<file path="config.mk">
export PLATFORM = sky130hd
export DESIGN_NAME = r88_intctl
export DESIGN_NICKNAME = d
export VERILOG_FILES = /design/src/rtl/r88_intctl.sv
export SDC_FILE = /design/constraint.sdc
export NUM_CORES = 1
export LEC_CHECK = 0
export CAP_MARGIN = 20
export CORE_MARGIN = 2
export CORE_UTILIZATION = 45
export DETAILED_ROUTE_END_ITERATION = 10
export PLACE_DENSITY = 0.85
export SLEW_MARGIN = 20
export SYNTH_ARGS = -nofsm -noshare
export SYNTH_HDL_FRONTEND = slang
export SYNTH_SLANG_ARGS = --single-unit
</file>
<file path="constraint.sdc">
create_clock -name sysClock -period 4.5 [get_ports sysClock]
set_input_delay 1.35 -clock sysClock [delete_from_list [all_inputs] [get_ports sysClock]]
set_output_delay 1.35 -clock sysClock [all_outputs]
set_load 0.01 [all_outputs]
</file>
<file path="src/rtl/r88_intctl.sv">
// rtl/r88_intctl.sv - Rocket88 interrupt controller: sync, latch, mask, priority; NMI path under R88_INTCTL_NMI_EN
module r88_intctl #(
    parameter logic [15:0] BASE_ADDR = 16'hFF00,
    parameter int          NUM_SRC   = 8
) (
    input  logic               sysClock,
    input  logic               resetReqN,
    input  logic [15:0]        extA,
    input  logic [7:0]         dataIn,
    output logic [7:0]         dataOut,
    output logic               dataOutEn,
    input  logic               readMem,
    input  logic               writeMem,
    input  logic [NUM_SRC-1:0] srcIn,
    input  logic               nmiSrc,
    output logic               irq,
    output logic               nmiReq
);

    localparam logic [15:0] OFF_PEND = 16'd0;
    localparam logic [15:0] OFF_MASK = 16'd1;
    localparam logic [15:0] OFF_MODE = 16'd2;
    localparam logic [15:0] OFF_VECT = 16'd3;
    localparam logic [15:0] OFF_NMI  = 16'd4;

    logic [NUM_SRC-1:0] syncS1;
    logic [NUM_SRC-1:0] syncS2;
    logic [NUM_SRC-1:0] srcPrev;
    logic [NUM_SRC-1:0] pend;
    logic [NUM_SRC-1:0] mask;
    logic [NUM_SRC-1:0] mode;
    logic               readPrev;
    logic               irqReg;

    logic [15:0]        offset;
    logic               inWindow;
    logic               wrEn;
    logic               ackEn;
    logic [NUM_SRC-1:0] active;
    logic [NUM_SRC-1:0] riseDet;
    logic [NUM_SRC-1:0] w1cClr;
    logic [NUM_SRC-1:0] ackClr;
    logic               none;
    logic [2:0]         vectIdx;
    logic               nmiBit;
    logic [7:0]         readData;

    // Address decode: the subtraction only means something once extA is at or above the base.
    assign offset    = extA - BASE_ADDR;
    assign inWindow  = (extA >= BASE_ADDR) && (offset <= OFF_NMI);
    assign wrEn      = writeMem && inWindow;

    assign active    = pend & mask;
    assign none      = (active == '0);
    assign riseDet   = syncS2 & ~srcPrev;

    // Only the first cycle of a VECT read acknowledges, so a multi-cycle access cannot eat two sources.
    assign ackEn     = readMem && inWindow && (offset == OFF_VECT) && !readPrev && !none;
    assign w1cClr    = (wrEn && (offset == OFF_PEND)) ? dataIn[NUM_SRC-1:0] : '0;

    // Lowest-index pending and enabled source wins; idx stays 0 when nothing is active.
    always_comb begin
        vectIdx = 3'd0;
        for (int i = NUM_SRC - 1; i >= 0; i--) begin
            if (active[i]) begin
                vectIdx = i[2:0];
            end
        end
    end

    // One-hot clear request for the source being acknowledged.
    always_comb begin
        ackClr = '0;
        for (int i = 0; i < NUM_SRC; i++) begin
            ackClr[i] = ackEn && (vectIdx == i[2:0]);
        end
    end

    // Two-flop synchroniser plus the previous-value flop used for rising-edge detection.
    always_ff @(posedge sysClock) begin
        if (!resetReqN) begin
            syncS1  <= '0;
            syncS2  <= '0;
            srcPrev <= '0;
        end else begin
            syncS1  <= srcIn;
            syncS2  <= syncS1;
            srcPrev <= syncS2;
        end
    end

    // Level bits mirror the synchronised source; edge bits latch rising edges, and a new edge beats any clear.
    always_ff @(posedge sysClock) begin
        if (!resetReqN) begin
            pend <= '0;
        end else begin
            pend <= (~mode & syncS2) | (mode & (riseDet | (pend & ~(w1cClr | ackClr))));
        end
    end

    // Software-visible MASK and MODE registers; MODE resets to all-edge.
    always_ff @(posedge sysClock) begin
        if (!resetReqN) begin
            mask <= '0;
            mode <= '1;
        end else begin
            if (wrEn && (offset == OFF_MASK)) begin
                mask <= dataIn[NUM_SRC-1:0];
            end
            if (wrEn && (offset == OFF_MODE)) begin
                mode <= dataIn[NUM_SRC-1:0];
            end
        end
    end

    // Registered request to the core and the read-strobe history used to find the first access cycle.
    always_ff @(posedge sysClock) begin
        if (!resetReqN) begin
            irqReg   <= 1'b0;
            readPrev <= 1'b0;
        end else begin
            irqReg   <= !none;
            readPrev <= readMem;
        end
    end

    assign irq = irqReg;

`ifdef R88_INTCTL_NMI_EN
    logic nmiS1;
    logic nmiS2;
    logic nmiPrev;
    logic nmiLatch;
    logic nmiReqReg;
    logic nmiClr;

    assign nmiClr = wrEn && (offset == OFF_NMI) && dataIn[0];

    // NMI: synchronise, latch rising edges until software clears, then register towards the core.
    always_ff @(posedge sysClock) begin
        if (!resetReqN) begin
            nmiS1     <= 1'b0;
            nmiS2     <= 1'b0;
            nmiPrev   <= 1'b0;
            nmiLatch  <= 1'b0;
            nmiReqReg <= 1'b0;
        end else begin
            nmiS1     <= nmiSrc;
            nmiS2     <= nmiS1;
            nmiPrev   <= nmiS2;
            nmiLatch  <= (nmiS2 & ~nmiPrev) | (nmiLatch & ~nmiClr);
            nmiReqReg <= nmiLatch;
        end
    end

    assign nmiReq = nmiReqReg;
    assign nmiBit = nmiLatch;
`else
    logic unusedNmi;

    assign unusedNmi = nmiSrc;
    assign nmiReq    = 1'b0;
    assign nmiBit    = 1'b0;
`endif

    // Register read mux; bits above NUM_SRC read as zero.
    always_comb begin
        readData = 8'h00;
        case (offset)
            OFF_PEND: readData[NUM_SRC-1:0] = active;
            OFF_MASK: readData[NUM_SRC-1:0] = mask;
            OFF_MODE: readData[NUM_SRC-1:0] = mode;
            OFF_VECT: readData = {none, 4'b0000, vectIdx};
            OFF_NMI:  readData = {7'b0000000, nmiBit};
            default:  readData = 8'h00;
        endcase
    end

    assign dataOutEn = readMem && inWindow;
    assign dataOut   = dataOutEn ? readData : 8'h00;

endmodule

</file>
# After elaboration in Yosys (flattened, before gate mapping)
# Cells that the tools add are included.
[classes]
addsub = 1
magnitude_cmp = 2
eq_ne = 10
n_mux = 11
bitwise = 11
reduce_logical = 22
[ops]
columns = ["operator", "n"]
rows = [
  ["$and A8 B8 Y8", 5],
  ["$eq A16 B2 Y1 const B", 2],
  ["$pmux W8 S4", 1],
  ["$mux W3", 8],
  ["$not A8 Y8", 3],
  ["$or A8 B8 Y8", 3],
  ["$logic_and A1 B1 Y1", 17],
  ["$eq A16 B1 Y1 const B", 1],
  ["$ge A16 B16 Y1 const B", 1],
  ["$le A16 B3 Y1 const B", 1],
  ["$logic_not A16 Y1", 1],
  ["$mux W8", 2],
  ["$sub A16 B16 Y16 const B", 1],
  ["$eq A3 B3 Y1 const B", 4],
  ["$logic_not A8 Y1", 1],
  ["$eq A3 B2 Y1 const B", 2],
  ["$eq A3 B1 Y1 const B", 1],
  ["$logic_not A3 Y1", 1],
  ["$logic_not A1 Y1", 2],
]
[word_totals]
ff_bits = 50
out_inout_bits = 11
wordCells = 65

# Longest topological paths before layout
# Gate-level depths: netlist (run 1).
[logic_depth]
word_depth = 17
mapped_depth = 7
depth_no_buf = 5

# Worst setup path before layout (run 1)
# No wires, ideal clock.
[synth_timing]
path_type = "input-to-output"
start = "input extA[5]"
end = "output dataOut[0]"
arrival_ns = 3.170
required_time_ns = 3.150
slack_ns = -0.020
path_stages = 6
path_buffers = 1
cell_sequence = "or4_4 -> or4b_1 -> buf_2 -> nor3b_2 -> a21oi_1 -> a21oi_1"
[synth_via]
elab_chain_cells = 5
[synth_rtl]
columns = ["item", "line_no", "rtl"]
rows = [
  ["start: declaration", "8", "input logic [15:0] extA,"],
  ["$sub A16 B16 Y16", "49", "assign offset = extA - BASE_ADDR;"],
  ["$le A16 B3 Y1", "50", "assign inWindow = (extA >= BASE_ADDR) && (offset <= OFF_NMI);"],
  ["$logic_and A1 B1 Y1", "50", ""],
  ["$logic_and A1 B1 Y1", "179", "assign dataOutEn = readMem && inWindow;"],
  ["$mux W8 *", "180", "assign dataOut = dataOutEn ? readData : 8'h00;"],
  ["end: declaration", "10", "output logic [7:0] dataOut,"],
]
# Mark *: on every way between the ends. The rest lies on a longest branch, timed or not.

# Worst setup path after layout (run 1)
[layout_timing]
start = "input extA[7]"
end = "output dataOut[7]"
# Same word-level chain as after synthesis.

==> impl_results.md, run 1 <==
- Final WS setup: -0.0423 ns
- Synth cell types: 39
- #FFs+latches synth: 50
- Via count: 2,138
- Drt drc: 0
- Crit start category: input pin
- Filler instances: 402
- End of the worst register-to-register path: pend[4]$_SDFF_PN0_
- CP required: 3.15 ns
- Area delta synth->final: 36.2%
- R2R depth: 5
- RSZ-0062 raised after global routing: yes
- Crit path max-delay family: simple AND/OR/NAND/NOR gates
- Clk buf depth: 2
- Die Wd: 74.9 um
- Num CTS Buffers: 5
- Hold crit path type: reg -> reg
- Commonest cells after routing, fill and taps aside: 50 x dfxtp_1, 29 x and2_1, 27 x buf_4
- Post-Syn Nets: 294
- Multi-input logic area: 1270 sq um
- First-pass GRT wire length: 9480 um
- # H-tree levels: 2
- P_leak: 1.18 nW
- CP max FO: 2
- FF-to-FF Start: pend[3]$_SDFF_PN0_
- CP max stage cell: or4b_4
- Period utilization: 101%
- Final Hold Viols: 0
- Post-synthesis mux area share: 3.54%
- Synth Area per Inst: 8.79 sq um
- Vert. Die Dim: 74.9 um
- Root Buffer: clkbuf_8
- Synthesized instance count: 257
- IO Port Bufs: 45
- Final ANT Viol Nets: 0
- Clk_lat worst skew: 0.30 ns
- GRT Util Overall: 22.1%
- Final instance area: 3080 sq um
- Ratio of cells with drive above 1 in the final layout: 20.9%
- Register-to-register setup slack: 2.56 ns
- Vias per cell: 5.44
- Initial DRC count: 132
- Synth top area cells: dfxtp_1 44%, and2_1 8.3%, a21oi_1 4.4%
- Full die area: 5600 sq um
- Final hold slack: 0.437 ns
- Xor/xnor cell area share of the yosys netlist: 0%
- Slowest stage delay, CP: 0.54 ns
- Final GP Congestion: 0.907
- Placement Cell Area: 2930 sq um
- Failing checks: negative setup slack
- Synth Area in Simple Gates: 31.9%
- Arrival @ worst endpoint: 3.19 ns
- Register area: 1000 sq um
- Crit path time final: 4.54 ns
- Sequential fraction of the synthesis area: 44.3%
- Number of diodes: 0
- CTS tree: done
- Largest net degree at the start of global routing: 32
- Initial cell density of the core: 47.2%
- Cell Rows: 25
- HPWL Detailed: 4180 um
- Post-Synth Adder-Cell Area: 0%
- Compound-cell area share of the yosys netlist: 17.3%
- Initial antenna violation count: 0
- Pins over their slew limit: 0
- Initial DRT Pass Iterations: 4
- CTS Sinks: 50
- Main combinational cell family by area after synthesis: simple AND/OR/NAND/NOR gates
- Post-Route WL: 5810 um
- Worst Setup End Kind: output port
- Max Clock Skew: 0.00891 ns
- Worst-path clk slew: 0.08 ns
- Area of the core: 4790 sq um
- Status: finished with violations
- Slew @ Worst Pin: 0.517 ns
- Wirelength per Cell: 14.8 um
- Final-stage net count: 362
- CP bufs+invs: 3
- Final setup viols: 4
- Total grt overflow: 0
- Setup crit end: dataOut[7]
- Crit. Startpoint: extA[7]
- Peak supply drop: 179 uV
- Worst Path Class, Setup: in -> out
- Crit path cell chain: buf_6 -> or4_4 -> or4b_4 -> nor3b_4 -> buf_4 -> a221oi_2 -> nor2_1 -> buf_2
- FMAX: 220 MHz
- PwrDens: 256 nW/um^2
- Synth warn: 0
- Largest area contributor in the netlist: dfxtp_1
- Most common cell after layout, fill and taps aside: dfxtp_1
- Rel. slew slack: 65.4%
- Post-Syn Area: 2260 sq um
- Synth top area share: 44.3%
- Vias in the first global route: 2,061
- Critical Path Stages: 8
- I/O pins: 48
- Max_cap viols: 0
[Yosys cell counts (all sizes together)]
library cell	number
a2111oi	2
a211oi	2
a21o	4
a21oi	20
a221oi	2
a22o	7
a22oi	5
a32o	2
a32oi	1
and2	30
and3	1
and4	1
buf	4
clkbuf	9
conb	1
dfxtp	50
mux2i	8
nand2	22
nand2b	2
nand3	12
nand4	4
nor2	18
nor2b	11
nor3	6
nor3b	5
nor4	2
nor4b	1
o211ai	1
o21ai	15
or2	1
or3	4
or3b	1
or4	1
or4b	1
or4bb	1
[flip-flops by register name, indices dropped and copies added, names as in the netlist]
name      cells
syncS1        8
syncS2        8
irq           1
readPrev      1
pend          8
srcPrev       8
mode          8
mask          8
[stage by stage]
stage	setup slack (ns)	util, %	power (mW)	TNS (ns)	cells
finish	-0.0423	64.3	0.788	-0.143	393
global route	-0.147	64.3	0.824	-0.447	393
CTS	-0.0186	63.8	0.791	-0.0291	391
detailed placement	-0.834	61.2	0.549	-6.32	381
global placement	-0.793	61.2	0.546	-6.15	381
floorplan	0.00650	-	0.500	0	257
[where the power goes]
part,switching [mW],leakage (nW),internal [mW]
Sequential,0.00781,0.409,0.455
Combinational,0.0294,0.723,0.0434
Clock,0.142,0.0452,0.110
Total,0.179,1.18,0.608
[cell type report]
class | count | share of cell area (%)
timing repair buffer | 74 | 20.6
clock buffer | 6 | 2.36
sequential | 50 | 32.5
tap | 67 | 2.72
multi-input combinational | 194 | 41.4
clock inverter | 2 | 0.447
[cells by family (layout without fill, tap and decap cells)]
logic type	after synthesis	count (layout)
AND/OR/NAND/NOR	124	124
AO/OA/AOI/OAI	61	61
flip-flops	50	50
buffers and inverters	13	82
multiplexers	8	8
other	1	1
[worst min path at each step]
stage / from / end / slack (ns) / cells past startpoint
3_3_place_gp: syncS1[4]$_SDFF_PN0_ / syncS2[4]$_SDFF_PN0_ / 0.41 / 1
2_1_floorplan: syncS1[0]$_SDFF_PN0_ / syncS2[0]$_SDFF_PN0_ / 0.41 / 1
5_1_grt: syncS1[5]$_SDFF_PN0_ / syncS2[5]$_SDFF_PN0_ / 0.46 / 1
4_1_cts: syncS1[5]$_SDFF_PN0_ / syncS2[5]$_SDFF_PN0_ / 0.44 / 1
6_report: syncS1[5]$_SDFF_PN0_ / syncS2[5]$_SDFF_PN0_ / 0.44 / 1
3_5_place_dp: syncS1[5]$_SDFF_PN0_ / syncS2[5]$_SDFF_PN0_ / 0.42 / 1
[routing by layer]
layer	wire (um)	vias up	part of all wire, %	GRT usage [%]
li1	-	1046	-	-
met5	0	-	0	0
met4	159	0	2.7	11.5
met2	2750	97	47	36.6
met3	470	15	8.1	5.22
met1	2440	980	42	26.7
[timing repair]
action                                  in CTS  in global routing
pin swaps                                   14                  3
endpoints found under the setup margin       9                  9
buffers inserted                             2                  2
gates resized for setup                     62                  6
hold buffers                                 0                  0
Power figures use the tool's default switching activity.
==> inputs of run 2 (changes only) <==
--- a/config.mk
+++ b/config.mk
@@ -8,8 +8,10 @@
 export CAP_MARGIN = 20
 export CORE_MARGIN = 2
 export CORE_UTILIZATION = 45
+export CTS_CLUSTER_SIZE = 8
 export DETAILED_ROUTE_END_ITERATION = 10
 export PLACE_DENSITY = 0.85
+export SETUP_SLACK_MARGIN = 0.05
 export SLEW_MARGIN = 20
 export SYNTH_ARGS = -nofsm -noshare
 export SYNTH_HDL_FRONTEND = slang
==> run 2 against run 1 <==
The run still ends with negative setup slack left. Setup slack lost 0.021 ns. Global-route usage shrank 1.0 points. Design area grew 2.1%. Cell count is the same. Core utilization grew 1.3 points. Flip-flop and latch count is the same. Via count grew 4.3%. Non-clock buffer count is the same. First-iteration DRC count grew 23%. Critical path type unchanged. Largest power group unchanged. Highest routed layer unchanged.
==> impl_results.md, run 2 (synthesized netlist as in run 1, its figures left out) <==
- Status: finished with violations
- Failing checks: negative setup slack
- Clk pwr share: 40.6% (+8.6 points)
- IO Port Bufs: 45 (unchanged)
- Int Pwr: 0.724 mW (+19%)
- Final setup viols: 4 (unchanged)
- RSZ-0062 raised after global routing: yes
- Psw: 0.185 mW (+3.2%)
- Combinational Power Share: 8.4% (-0.8 points)
- Final ANT Viol Nets: 0 (unchanged)
- Final Instance Count excl. Fillers: 393 (unchanged)
- Register share of total power: 50.9% (-7.9 points)
- Vias per cell: 5.67 (+4.3%)
- Sw frac: 20.4% (-2.4 points)
- Root Buffer: clkbuf_8
- Area of the core: 4790 sq um (unchanged)
- Drt drc: 0 (unchanged)
- Most common cell after layout, fill and taps aside: dfxtp_1
- Num CTS Buffers: 5 (unchanged)
- Clk_lat worst skew: 0.31 ns (about the same)
- Initial DRC count: 163 (+23%)
- CTS tree: done
- Crit path time final: 4.56 ns (+0.0213 ns)
- Vias in the first global route: 2,052 (-0.44%)
- Ratio of cells with drive above 1 in the final layout: 21.5% (+0.61 points)
- Slowest stage delay, CP: 0.59 ns (+0.05 ns)
- Pins over their slew limit: 0 (unchanged)
- CP bufs+invs: 3 (unchanged)
- Worst-path clk slew: 0.08 ns (about the same)
- Wirelength per Cell: 14.7 um (-0.65%)
- Max Clock Skew: 0.00988 ns (+0.000975 ns)
- Crit start category: input pin
- Final-stage net count: 362 (unchanged)
- Vert. Die Dim: 74.9 um (unchanged)
- CP max FO: 3 (+1)
- Full die area: 5600 sq um (unchanged)
- Rel. slew slack: 59.2% (-6.2 points)
- FMAX: 219 MHz (-0.47%)
- I/O pins: 48 (unchanged)
- Commonest cells after routing, fill and taps aside: 50 x dfxtp_1, 29 x and2_1, 27 x clkdlybuf4s50_1
- Peak supply drop: 209 uV (+17%)
- Hold_buf cts: 0 (unchanged)
- P_leak: 1.22 nW (+3.4%)
- Number of diodes: 0 (unchanged)
- Via count: 2,229 (+4.3%)
- Pre-CTS setup slack: -0.826 ns (+0.00799 ns)
- First-pass GRT wire length: 9000 um (-5.0%)
- PwrDens: 289 nW/um^2 (+13%)
- Filler instances: 399 (-0.75%)
- Setup TNS: -0.233 ns (-0.0902 ns)
- Final Hold Viols: 0 (unchanged)
- Power, Total: 0.909 mW (+15%)
- Cell Rows: 25 (unchanged)
- Initial antenna violation count: 0 (unchanged)
- CP max stage cell: or4b_4
- Initial DRT Pass Iterations: 7 (+3)
- Final GP Congestion: 0.988 (+9.0%)
- Initial cell density of the core: 47.2% (unchanged)
- Worst Setup End Kind: output port
- Crit path cell chain: buf_6 -> or4_4 -> or4b_4 -> nor3b_4 -> buf_6 -> a21oi_2 -> a21oi_2 -> buf_2
- Slew @ Worst Pin: 0.607 ns (+0.0897 ns)
- Post-Route WL: 5780 um (-0.65%)
- Total grt overflow: 0 (unchanged)
- HPWL Detailed: 4010 um (-4.0%)
- Hold crit path type: reg -> reg
- Clk buf depth: 2 (unchanged)
- Final WS setup: -0.0636 ns (-0.0213 ns)
- # H-tree levels: 2 (unchanged)
- Worst Path Class, Setup: in -> out
- Arrival @ worst endpoint: 3.21 ns (+0.02 ns)
- Period utilization: 101% (+0.47 points)
- Placed Instances: 380 (-0.26%)
- Max_cap viols: 0 (unchanged)
- CP required: 3.15 ns (about the same)
- Largest net degree at the start of global routing: 32 (unchanged)
- GRT Util Overall: 21.1% (-1.0 points)
- Die Wd: 74.9 um (unchanged)
- CTS Sinks: 50 (unchanged)
- Area delta synth->final: 39.0%
- Crit path max-delay family: simple AND/OR/NAND/NOR gates
[run 2: cell types whose count changed in the layout (fill, tap and decap cells not counted), sizes merged]
cell           previous run  this run
clkdlybuf4s15             4         1
bufinv                    0         2
clkdlybuf4s50            21        27
buf                      36        38
dlygate4sd2              11         5
clkinv                    2         1
[run 2: cell type report]
class                      count  area (sq um)  area share, %
clock inverter                 3          68.8           2.19
sequential                    50          1000           31.9
multi-input combinational    194          1290           40.9
timing repair buffer          74           633           20.2
tap                           67          83.8           2.67
clock buffer                   5          68.8           2.19
[run 2: worst reg2reg max path: cells and delay by family, from the launching register on]
family           cells  cell delay (ns)
AO/OA/AOI/OAI        4             1.23
AND/OR/NAND/NOR      1             0.21
flip-flops           1             0.37
[run 2: power groups by stage]
stage                     sequential, mW  clock [mW]  combinational (mW)
after floorplan                    0.471           0              0.0298
after detailed placement           0.473           0              0.0760
after global placement             0.472           0              0.0745
after CTS                          0.463       0.373              0.0753
after global routing               0.465       0.391              0.0834
final                              0.463       0.369              0.0767
[run 2: repair_timing]
action / in CTS / in global routing
gates resized for setup: 58 / 10
pin swaps: 11 / 10
endpoints found under the setup margin: 9 / 8
buffers inserted: 3 / 2
[run 2: metrics by stage]
stage	util [%]	area (sq um)	hold WS [ns]
2_1_floorplan	-	2280	0.412
3_3_place_gp	61.1	2930	0.413
3_5_place_dp	61.1	2930	0.419
4_1_cts	64.7	3100	0.441
5_1_grt	65.6	3140	0.460
6_report	65.6	3140	0.438
[run 2: path summary, 6_finish.rpt]
| path | from | slack [ns] | end | cells past startpoint |
|---|---|---|---|---|
| max reg2reg | pend[3]$_SDFF_PN0_ | 2.58 | pend[5]$_SDFF_PN0_ | 5 |
| max | extA[6] | -0.06 | dataOut[2] | 8 |
| min reg2reg | syncS1[7]$_SDFF_PN0_ | 0.44 | syncS2[7]$_SDFF_PN0_ | 1 |
| min | syncS1[7]$_SDFF_PN0_ | 0.44 | syncS2[7]$_SDFF_PN0_ | 1 |
[run 2: layer usage]
layer	part of all wire [%]	track usage, %
met5	0	0
met4	2.4	12.1
met3	9.7	3.88
met2	47	34.9
met1	41	25.7
